===== config.mk =====
export PLATFORM = sky130hd
export DESIGN_NAME = wb_conmax_pri_rr_arb
export DESIGN_NICKNAME = d
export VERILOG_FILES = /design/src/rtl/wb_conmax_pri_rr_arb.sv
export SDC_FILE = /design/constraint.sdc
export NUM_CORES = 1
export LEC_CHECK = 0
export CAP_MARGIN = 20
export CORE_MARGIN = 2
export CORE_UTILIZATION = 30
export CTS_CLUSTER_SIZE = 12
export DETAILED_ROUTE_END_ITERATION = 8
export MAX_ROUTING_LAYER = met4
export PLACE_DENSITY = 0.62
export SYNTH_ARGS = -nofsm -noshare
export SYNTH_HDL_FRONTEND = slang
export SYNTH_SLANG_ARGS = --single-unit

===== constraint.sdc =====
create_clock -name clk_i -period 5.71 [get_ports clk_i]
set_input_delay 0.571 -clock clk_i [delete_from_list [all_inputs] [get_ports clk_i]]
set_output_delay 0.571 -clock clk_i [all_outputs]
set_load 0.005 [all_outputs]

===== src/rtl/wb_conmax_pri_rr_arb.sv =====
// ---------------------------------------------------------------------------
// wb_conmax_pri_rr_arb
//   Per-slave arbiter for the Wishbone interconnect. One slave port is shared
//   among 8 masters. Each master carries a 2-bit priority. PRI_SEL decides how
//   many levels are honoured: 0 = none (pure round-robin), 1 = bit0 only,
//   2/3 = all four levels. Within the highest requesting level the grant is
//   round-robin. The grant is held until the owner drops its request.
//
//   Optional feature: define WB_CONMAX_ARB_TIMEOUT_EN to add a hold counter
//   that forces re-arbitration after MAX_HOLD busy cycles and pulses timeout_o.
//
// Ports
//   clk_i      in   1   clock, rising edge
//   rst_i      in   1   synchronous active-high reset
//   req_i      in   8   per-master request (cyc)
//   pri_i      in   16  per-master priority, pri_i[2n+1:2n] = master n
//   gnt_o      out  3   granted master index (registered)
//   gnt_vld_o  out  1   grant valid (registered)
//   gnt_oh_o   out  8   one-hot grant, zero when no grant is valid
//   timeout_o  out  1   one-cycle pulse on a forced release (0 without macro)
// ---------------------------------------------------------------------------
module wb_conmax_pri_rr_arb #(
    parameter logic [1:0]  PRI_SEL  = 2'd0,
    parameter int unsigned MAX_HOLD = 256,
    parameter int unsigned HOLD_W   = 8
) (
    input  logic        clk_i,
    input  logic        rst_i,
    input  logic [7:0]  req_i,
    input  logic [15:0] pri_i,
    output logic [2:0]  gnt_o,
    output logic        gnt_vld_o,
    output logic [7:0]  gnt_oh_o,
    output logic        timeout_o
);

    // The hold counter must be able to reach MAX_HOLD-1.
    if (MAX_HOLD < 2 || MAX_HOLD > (1 << HOLD_W)) begin : g_bad_hold
        $error("MAX_HOLD must lie in 2..2**HOLD_W");
    end

    typedef enum logic {IDLE, BUSY} state_t;

    state_t          r_state, w_state_nxt;
    logic [2:0]      r_gnt;
    logic [2:0]      r_last;

    logic [7:0][1:0] w_ep;
    logic [7:0]      w_cand;
    logic [7:0]      w_elig;
    logic [1:0]      w_top;
    logic            w_any;
    logic [2:0]      w_win;
    logic            w_force;
    logic            w_load;
    logic [2:0]      w_gnt_nxt;

    // Effective priority per master.
    always_comb begin
        for (int n = 0; n < 8; n++) begin
            if (PRI_SEL == 2'd0)      w_ep[n] = 2'd0;
            else if (PRI_SEL == 2'd1) w_ep[n] = {1'b0, pri_i[2*n]};
            else                      w_ep[n] = pri_i[2*n +: 2];
        end
    end

`ifdef WB_CONMAX_ARB_TIMEOUT_EN
    logic [HOLD_W-1:0] r_hold;
    logic              r_timeout;

    assign w_force   = (r_state == BUSY) && req_i[r_gnt] &&
                       (r_hold == HOLD_W'(MAX_HOLD - 1));
    assign timeout_o = r_timeout;

    // Counts busy cycles of the current owner; any new grant restarts it.
    always_ff @(posedge clk_i) begin
        if (rst_i) begin
            r_hold    <= '0;
            r_timeout <= 1'b0;
        end else begin
            r_timeout <= w_force;
            if (w_load)                r_hold <= '0;
            else if (r_state == BUSY)  r_hold <= r_hold + 1'b1;
        end
    end
`else
    assign w_force   = 1'b0;
    assign timeout_o = 1'b0;
`endif

    // A forced release masks the current owner out of the competition.
    assign w_cand = w_force ? (req_i & ~(8'b1 << r_gnt)) : req_i;

    // Highest level present, then round-robin scan starting after r_last.
    always_comb begin
        logic [2:0] idx;
        logic       found;
        w_top = 2'd0;
        for (int n = 0; n < 8; n++)
            if (w_cand[n] && (w_ep[n] > w_top)) w_top = w_ep[n];
        for (int n = 0; n < 8; n++)
            w_elig[n] = w_cand[n] && (w_ep[n] == w_top);
        w_any = |w_elig;
        w_win = r_last;
        found = 1'b0;
        for (int k = 1; k <= 8; k++) begin
            idx = r_last + 3'(k);
            if (!found && w_elig[idx]) begin
                w_win = idx;
                found = 1'b1;
            end
        end
    end

    // Next state / grant load.
    always_comb begin
        w_state_nxt = r_state;
        w_load      = 1'b0;
        w_gnt_nxt   = w_win;
        case (r_state)
            IDLE: begin
                if (w_any) begin
                    w_load      = 1'b1;
                    w_state_nxt = BUSY;
                end
            end
            BUSY: begin
                if (w_force) begin
                    // Nobody else waiting: the owner keeps the bus.
                    w_load    = 1'b1;
                    w_gnt_nxt = w_any ? w_win : r_gnt;
                end else if (!req_i[r_gnt]) begin
                    if (w_any) w_load      = 1'b1;
                    else       w_state_nxt = IDLE;
                end
            end
            default: w_state_nxt = IDLE;
        endcase
    end

    always_ff @(posedge clk_i) begin
        if (rst_i) begin
            r_state <= IDLE;
            r_gnt   <= 3'd0;
            r_last  <= 3'd7;
        end else begin
            r_state <= w_state_nxt;
            if (w_load) begin
                r_gnt  <= w_gnt_nxt;
                r_last <= w_gnt_nxt;
            end
        end
    end

    assign gnt_o     = r_gnt;
    assign gnt_vld_o = (r_state == BUSY);
    assign gnt_oh_o  = gnt_vld_o ? (8'b1 << r_gnt) : 8'h00;

endmodule


==> results of run 1 <==
==> kinds of logic after synthesis <==
family                     Yosys count  share of synthesized area (%)
other                                1                          0.288
buffers and inverters               16                           6.24
adders and majority gates            2                           1.92
muxes                               30                           31.2
AOI/OAI and AO/OA                   38                           24.0
DFF                                  7                           10.8
and+or+nand+nor                     58                           22.2
xor gates and xnor gates             5                           3.36
==> final cells by class <==
class	instances	share of cell area (%)
inverter	7	1.67
clock buffer	4	2.86
sequential	7	8.91
multi-input combinational	134	68.7
tap	50	3.98
timing repair buffer	22	13.8
==> synth_stat cells (3+ instances only) <==
library cell / n
clkbuf_1: 4
nor2b_1: 6
inv_1: 7
nand2b_1: 4
mux2_2: 5
nor2_1: 10
or4_1: 3
a211oi_1: 5
nor3_1: 5
nand3_1: 4
mux4_2: 8
o21ai_1: 3
nand2_1: 17
o21ai_0: 3
mux2i_1: 17
a21oi_1: 7
xnor2_1: 4
dfxtp_1: 7
==> registers in the layout, indices dropped and copies added, names as in the netlist <==
name / flops
gnt_o: 3
gnt_vld_o: 1
r_last: 3
==> critical path, stage by stage, from the launching register on <==
cell and delay (ns):
dfxtp_1 0.65, inv_1 0.24, ha_1 0.74, mux4_2 0.64, mux2i_1 0.22, nand2b_1 0.20, a2111oi_4 0.39, nand2_1 0.09
a311oi_1 0.30, nor3_1 0.12, a221o_1 0.35
==> power breakdown <==
part | total, µW | switching [µW] | leakage [µW] | internal, µW
clock network | 69.7 | 21.4 | 0.0000228 | 48.3
registers | 108 | 40.9 | 0.0000584 | 67.5
logic | 756 | 408 | 0.000502 | 348
total | 934 | 470 | 0.000583 | 464
==> worst max path at each step <==
stage / to / slack, ns / depth (start not counted)
detailed placement: r_last[2] / 1.65 / 10
global placement: r_last[2] / 1.65 / 10
floorplan: r_last[2] / 2.43 / 13
CTS: r_last[2] / 1.65 / 10
finish: r_last[2] / 1.64 / 10
global route: r_last[2] / 1.41 / 10
==> through the flow <==
step | util [%] | hold WS, ns | setup WS (ns) | cell area (µm²) | cells
floorplan | - | 0.509 | 2.43 | 1300 | 157
global placement | 37.4 | 0.538 | 1.65 | 1530 | 220
detailed placement | 37.4 | 0.536 | 1.65 | 1530 | 220
CTS | 38.5 | 0.551 | 1.65 | 1570 | 224
global route | 38.5 | 0.605 | 1.41 | 1570 | 224
finish | 38.5 | 0.547 | 1.64 | 1570 | 224
==> layout by cell type (no fill, tap or decap), types with 3 or more instances in the layout <==
| master | count |
|---|---|
| clkdlybuf4s50_1 | 21 |
| nand2_1 | 17 |
| mux2i_1 | 17 |
| nor2_1 | 10 |
| mux4_2 | 8 |
| inv_1 | 7 |
| a21oi_1 | 7 |
| dfxtp_1 | 7 |
| nor2b_1 | 6 |
| nor3_1 | 5 |
| mux2_2 | 5 |
| a211oi_1 | 5 |
| nand2b_1 | 4 |
| xnor2_1 | 4 |
| nand3_1 | 4 |
| or4_1 | 3 |
| o21ai_0 | 3 |
| o21ai_1 | 3 |
| clkbuf_8 | 3 |
==> routing by layer <==
metal	GRT usage (%)	vias to the layer above	share of wire [%]
li1	-	635	-
met1	20.2	587	51
met2	20.0	33	43
met3	2.89	6	4.7
met4	2.99	0	1.2
met5	-	-	0
==> flow_metrics.py, run 1 <==
metrics = {
    "floorplan": {
        "core_um2": 4090,
        "die_h_um": 69.9,
        "ios": 39,
        "fp-row-count": 23,
        "die_w_um": 69.9,
        "start_util_pct": 31.9,
        "die_area_um2": 4880,
    },
    "critical_path": {
        "crit_required_ns": 5.82,
        "reg2regPathDepth": 10,
        "r2r_end": "r_last[2]",
        "critPathKind": "reg2reg",
        "crit_start": "r_last[1]",
        "start_kind": "flip-flop",
        "cp-end-kind": "flip-flop",
        "r2r_start": "r_last[1]",
        "rrSetupSlack_ns": 1.64,
        "path_max_fanout": 14,
        "arrival_ns": 4.19,
    },
    "clock_tree": {
        "cts_buffer_depth": 2,
        "ctsRootBufferMaster": "clkbuf_8",
        "post_cts_buffers": 0,
        "clock_latency_ns": 0.23,
        "cts_max_level": 1,
        "path_clk_slew_ns": 0.04,
        "cts-resized-gates": 0,
        "cts_made_buffers": 3,
        "clock_sinks": 7,
        "cts_tree": "done",
        "holdBufCountCts": 0,
    },
    "drt": {
        "first_pass_iters": 4,
        "wl_mm": 3.43,
        "antenna_left": 0,
        "via_per_inst": 5.63,
        "wl_per_cell_um": 15.3,
        "drc": 0,
        "vias": 1261,
        "drtIter0Drc": 70,
    },
    "synth": {
        "synth_warnings": 0,
        "synthDistinctLibCells": 47,
        "synth_area_leaders": "mux4_2, mux2i_1, dfxtp_1, nand2_1, mux2_2",
        "synthArstFlopShare_pct": 0,
        "synth_top_area_share_pct": 13.8,
        "synth_area_per_cell_um2": 8.30,
        "synth_nets": 185,
        "syn_inst": 157,
        "synth_flop_cell": "dfxtp_1",
        "ys_ff_latch": 7,
        "synth_top_area_cell": "mux4_2",
        "netlist_area_um2": 1300,
        "synth_edf_count": 0,
        "seq_area_frac_synth_pct": 10.8,
    },
    "grt": {
        "grt_max_degree": 20,
        "grt_usage_pct": 14.0,
        "first_global_vias": 1130,
        "grt-ovfl-total": 0,
        "grt_pass1_wl_mm": 5.42,
        "antenna_found_initial": 0,
    },
    "worst_hold_path": {
        "worstHoldPathType": "reg2reg",
        "min_from": "gnt_o[1]",
        "min_path_cells": 2,
        "worstHoldEndpoint": "gnt_o[1]",
    },
    "pwr": {
        "peakVddDrop_uv": 142,
        "power_density_nw_per_um2": 594,
        "power_uw": 934,
        "p_leak_uw": 0.000583,
    },
    "finish": {
        "drive_above_1_share_pct": 12.1,
        "multi_input_area_um2": 1080,
        "nNetsFinal": 203,
        "area_growth_pct": 20.7,
        "n_fill_cell": 425,
        "antenna_cells": 0,
        "regArea_um2": 140,
    },
    "sta": {
        "hold_violations": 0,
        "grt_setup_unrepaired": "no",
        "slew_headroom_pct": 53.5,
        "tns_ns": 0,
        "period_share_pct": 71.3,
        "skew_ns": 0.00242,
        "worst_pin_slew_ns": 0.697,
        "setup_viol": 0,
        "fmax_mhz": 246,
        "final_max_slew_viol_count": 0,
        "finalCriticalPeriod_ns": 4.07,
    },
    "job": {
        "max_cap_violations": 0,
    },
    "placed_design": {
        "hpwl_mm": 2.53,
        "io_buffers": 21,
        "gp_congestion": 0.875,
    },
    "outcome": {
        "status": "complete, no violations",
    },
}
Note: power is estimated with default switching activity, not from simulation.
==> run 2, diff against run 1 <==
Clock period 5.71 ns to 4 ns, I/O delays scaled along.
==> flow_metrics.py, run 2 (synthesized netlist as in run 1, its figures left out) <==
metrics = {
    "placed_design": {
        "gp_congestion": 0.877,
        "place_area_um2": 1540,
        "io_buffers": 21,
        "place_inst": 222,
        "hpwl_mm": 2.53,
    },
    "grt": {
        "first_global_vias": 1218,
        "grt_max_degree": 19,
        "antenna_found_initial": 0,
        "grt_pass1_wl_mm": 5.78,
        "grt-ovfl-total": 0,
        "grt_usage_pct": 14.2,
    },
    "pwr": {
        "p_leak_uw": 0.000593,
        "power_density_nw_per_um2": 855,
        "peakVddDrop_uv": 256,
    },
    "drt": {
        "wl_per_cell_um": 15.4,
        "top_layer": "met3",
        "wl_mm": 3.48,
        "vias": 1337,
        "met1_length_mm": 1.73,
        "wl_met2_mm": 1.56,
        "first_pass_iters": 4,
        "antenna_left": 0,
        "drc": 0,
        "drtIter0Drc": 132,
        "via_per_inst": 5.92,
        "wl_met3_um": 192,
    },
    "finish": {
        "final_common_cell": "clkdlybuf4s50_1",
        "nNetsFinal": 205,
        "drive_above_1_share_pct": 13.1,
        "fin_cells": 226,
        "area_growth_pct": 21.9,
        "multi_input_area_um2": 1080,
        "n_fill_cell": 423,
        "regArea_um2": 140,
        "final_cell_mix": "clkdlybuf4s50_1, nand2_1, mux2i_1, nor2_1, mux4_2",
        "finalInstanceArea_um2": 1590,
        "final_util_pct": 38.9,
        "antenna_cells": 0,
    },
    "clock_tree": {
        "path_clk_slew_ns": 0.04,
        "post_cts_buffers": 0,
        "cts-resized-gates": 0,
        "cts_max_level": 1,
        "clock_latency_ns": 0.23,
        "ctsRootBufferMaster": "clkbuf_8",
        "clock_sinks": 7,
        "cts_buffer_depth": 2,
        "holdBufCountCts": 0,
        "cts_made_buffers": 3,
        "cts_tree": "done",
    },
    "worst_hold_path": {
        "worstHoldPathType": "reg2reg",
    },
    "floorplan": {
        "core_um2": 4090,
        "die_area_um2": 4880,
        "fp-row-count": 23,
        "ios": 39,
        "start_util_pct": 31.9,
        "die_h_um": 69.9,
        "die_w_um": 69.9,
    },
    "sta": {
        "final_max_slew_viol_count": 0,
        "period_share_pct": 86.6,
        "finalCriticalPeriod_ns": 3.46,
        "fmax_mhz": 289,
        "setup_viol": 0,
        "worst_pin_slew_ns": 0.695,
        "skew_ns": 0.00276,
        "hold_violations": 0,
        "grt_setup_unrepaired": "no",
        "tns_ns": 0,
        "slew_headroom_pct": 53.7,
    },
    "critical_path": {
        "cp-end-kind": "flip-flop",
        "start_kind": "flip-flop",
        "critPathKind": "reg2reg",
        "path_max_fanout": 11,
        "arrival_ns": 3.57,
        "crit_required_ns": 4.11,
    },
    "outcome": {
        "status": "complete, no violations",
    },
    "job": {
        "max_cap_violations": 0,
    },
}
==> run 2: path summary, 6_finish.rpt <==
kind | startpoint | end | slack (ns) | cells after the start
max | r_last[0] | r_last[2] | 0.54 | 11
min | gnt_o[1] | gnt_o[1] | 0.55 | 2
max reg2reg | r_last[0] | r_last[2] | 0.54 | 11
min reg2reg | gnt_o[1] | gnt_o[1] | 0.55 | 2
==> run 2: power breakdown <==
part	internal, µW	switching [µW]	total [µW]
Sequential	96.5	44.2	141
Combinational	510	608	1120
Clock	68.9	30.5	99.4
Total	675	683	1360
==> run 2: per-stage QoR <==
stage	total power [µW]	hold slack, ns	setup slack [ns]
3_3_place_gp	1240	0.545	0.573
3_5_place_dp	1240	0.539	0.598
2_1_floorplan	1020	0.472	0.722
5_1_grt	1480	0.600	0.302
4_1_cts	1340	0.552	0.591
6_report	1360	0.548	0.537
==> run 2: area by class of cell <==
class | instances | area share [%]
inverters | 7 | 1.65
repair buffers | 24 | 14.7
flip-flops and latches | 7 | 8.83
well taps | 50 | 3.94
clock buffers | 4 | 2.84
multi-input cells | 134 | 68.1
==> run 2: per-layer routing <==
layer | vias up | global-route usage [%]
li1 | 639 | -
met5 | - | -
met1 | 646 | 21.1
met3 | 0 | 2.45
met2 | 52 | 20.6
met4 | 0 | 1.92
==> run 2: worst max-delay path: stages, from the launching register on <==
cell       delay, ns
dfxtp_1         0.32
inv_1           0.18
ha_1            0.54
buf_4           0.25
mux2i_1         0.31
mux2i_1         0.13
o221a_2         0.35
a2111oi_4       0.40
nand2_1         0.09
a311oi_1        0.29
nor3_1          0.12
a221o_1         0.36
==> run 3, diff against run 2 <==
Settings changed: CORE_UTILIZATION 30 to 48, PLACE_DENSITY 0.62 to 0.88.
==> flow_metrics.py, run 3 (synthesized netlist as in run 1, its figures left out) <==
metrics = {
    "drt": {
        "wl_mm": 3.60,
        "antenna_left": 0,
        "vias": 1350,
        "drc": 0,
        "wl_per_cell_um": 17.4,
        "first_pass_iters": 5,
        "drtIter0Drc": 60,
        "via_per_inst": 6.52,
    },
    "placed_design": {
        "gp_congestion": 0.962,
        "hpwl_mm": 2.73,
        "io_buffers": 21,
    },
    "job": {
        "max_cap_violations": 0,
    },
    "clock_tree": {
        "cts-resized-gates": 0,
        "cts_tree": "done",
        "path_clk_slew_ns": 0.05,
        "ctsRootBufferMaster": "clkbuf_4",
        "holdBufCountCts": 0,
        "clock_sinks": 7,
        "cts_made_buffers": 3,
        "post_cts_buffers": 0,
        "cts_max_level": 1,
        "clock_latency_ns": 0.25,
        "cts_buffer_depth": 2,
    },
    "sta": {
        "grt_setup_unrepaired": "no",
        "setup_viol": 0,
        "slew_headroom_pct": 55.2,
        "period_share_pct": 86.4,
        "tns_ns": 0,
        "fmax_mhz": 289,
        "skew_ns": 0.00671,
        "finalCriticalPeriod_ns": 3.46,
        "hold_violations": 0,
        "worst_pin_slew_ns": 0.672,
        "final_max_slew_viol_count": 0,
    },
    "critical_path": {
        "crit_end": "r_last[2]",
        "arrival_ns": 3.58,
        "crit_start": "r_last[0]",
        "r2r_end": "r_last[2]",
        "cp-end-kind": "flip-flop",
        "r2r_start": "r_last[0]",
        "path_max_fanout": 11,
        "reg2regPathDepth": 11,
        "rrSetupSlack_ns": 0.54,
        "start_kind": "flip-flop",
        "crit_required_ns": 4.13,
        "critPathKind": "reg2reg",
    },
    "finish": {
        "antenna_cells": 0,
        "multi_input_area_um2": 1080,
        "area_growth_pct": 19.1,
        "final_common_cell": "clkdlybuf4s50_1",
        "final_cell_mix": "clkdlybuf4s50_1, nand2_1, mux2i_1, nor2_1, mux4_2",
        "drive_above_1_share_pct": 13.6,
        "n_fill_cell": 215,
        "final_util_pct": 61.5,
        "regArea_um2": 140,
        "nNetsFinal": 206,
    },
    "pwr": {
        "p_leak_uw": 0.000590,
        "power_density_nw_per_um2": 866,
        "peakVddDrop_uv": 504,
    },
    "grt": {
        "antenna_found_initial": 0,
        "grt_usage_pct": 23.8,
        "first_global_vias": 1357,
        "grt_max_degree": 19,
        "grt_pass1_wl_mm": 6.08,
        "grt-ovfl-total": 0,
    },
    "floorplan": {
        "die_w_um": 56.1,
        "fp-row-count": 18,
        "core_um2": 2520,
        "ios": 39,
        "start_util_pct": 51.6,
        "die_area_um2": 3150,
        "die_h_um": 56.1,
    },
    "worst_hold_path": {
        "worstHoldPathType": "reg2reg",
    },
    "outcome": {
        "status": "complete, no violations",
    },
}
## run 3: worst max-delay path: stages (launching register included)
cell	delay (ns)
dfxtp_1	0.34
inv_1	0.18
ha_1	0.45
buf_4	0.25
mux2i_1	0.35
mux2i_1	0.12
o221a_2	0.35
a2111oi_4	0.41
nand2_1	0.12
a311oi_1	0.28
nor3_1	0.11
a221o_1	0.36
## run 3: report_power, final
group | internal, µW | switching [µW]
clock network | 38.1 | 26.8
logic | 515 | 622
registers | 96.1 | 45.0
total | 649 | 694
## run 3: layout make-up
cell class / count / share of cell area (%)
multi-input cells: 134 / 69.7
inverters: 7 / 1.69
repair buffers: 25 / 15.5
flip-flops and latches: 7 / 9.03
well taps: 30 / 2.42
clock buffers: 4 / 1.69
## run 3: per-layer routing
layer  vias up  routed length [µm]  global-route usage [%]
met5         -                   0                       -
met4         0                  37                    9.18
met2        56                1860                    41.8
li1        646                   -                       -
met1       642                1510                    27.1
met3         6                 189                    3.49
## run 3: how the worst min path moves through the flow
stage          slack [ns]  startpoint       end  cells past startpoint
3_5_place_dp         0.57    gnt_o[1]  gnt_o[1]                      2
2_1_floorplan        0.47       rst_i  gnt_o[0]                      1
5_1_grt              0.61    gnt_o[1]  gnt_o[1]                      2
4_1_cts              0.57    gnt_o[1]  gnt_o[1]                      2
6_report             0.58    gnt_o[1]  gnt_o[1]                      2
3_3_place_gp         0.54    gnt_o[1]  gnt_o[1]                      2
## run 3: per-stage QoR
| stage | std cells | setup WS [ns] | instance area (µm²) | hold WS [ns] | power (µW) |
|---|---|---|---|---|---|
| after floorplan | 157 | 0.722 | 1300 | 0.472 | 1020 |
| after global placement | 203 | 0.674 | 1530 | 0.539 | 1210 |
| after detailed placement | 203 | 0.645 | 1530 | 0.568 | 1250 |
| after CTS | 207 | 0.648 | 1550 | 0.574 | 1320 |
| after global routing | 207 | 0.331 | 1550 | 0.607 | 1460 |
| final | 207 | 0.545 | 1550 | 0.581 | 1340 |
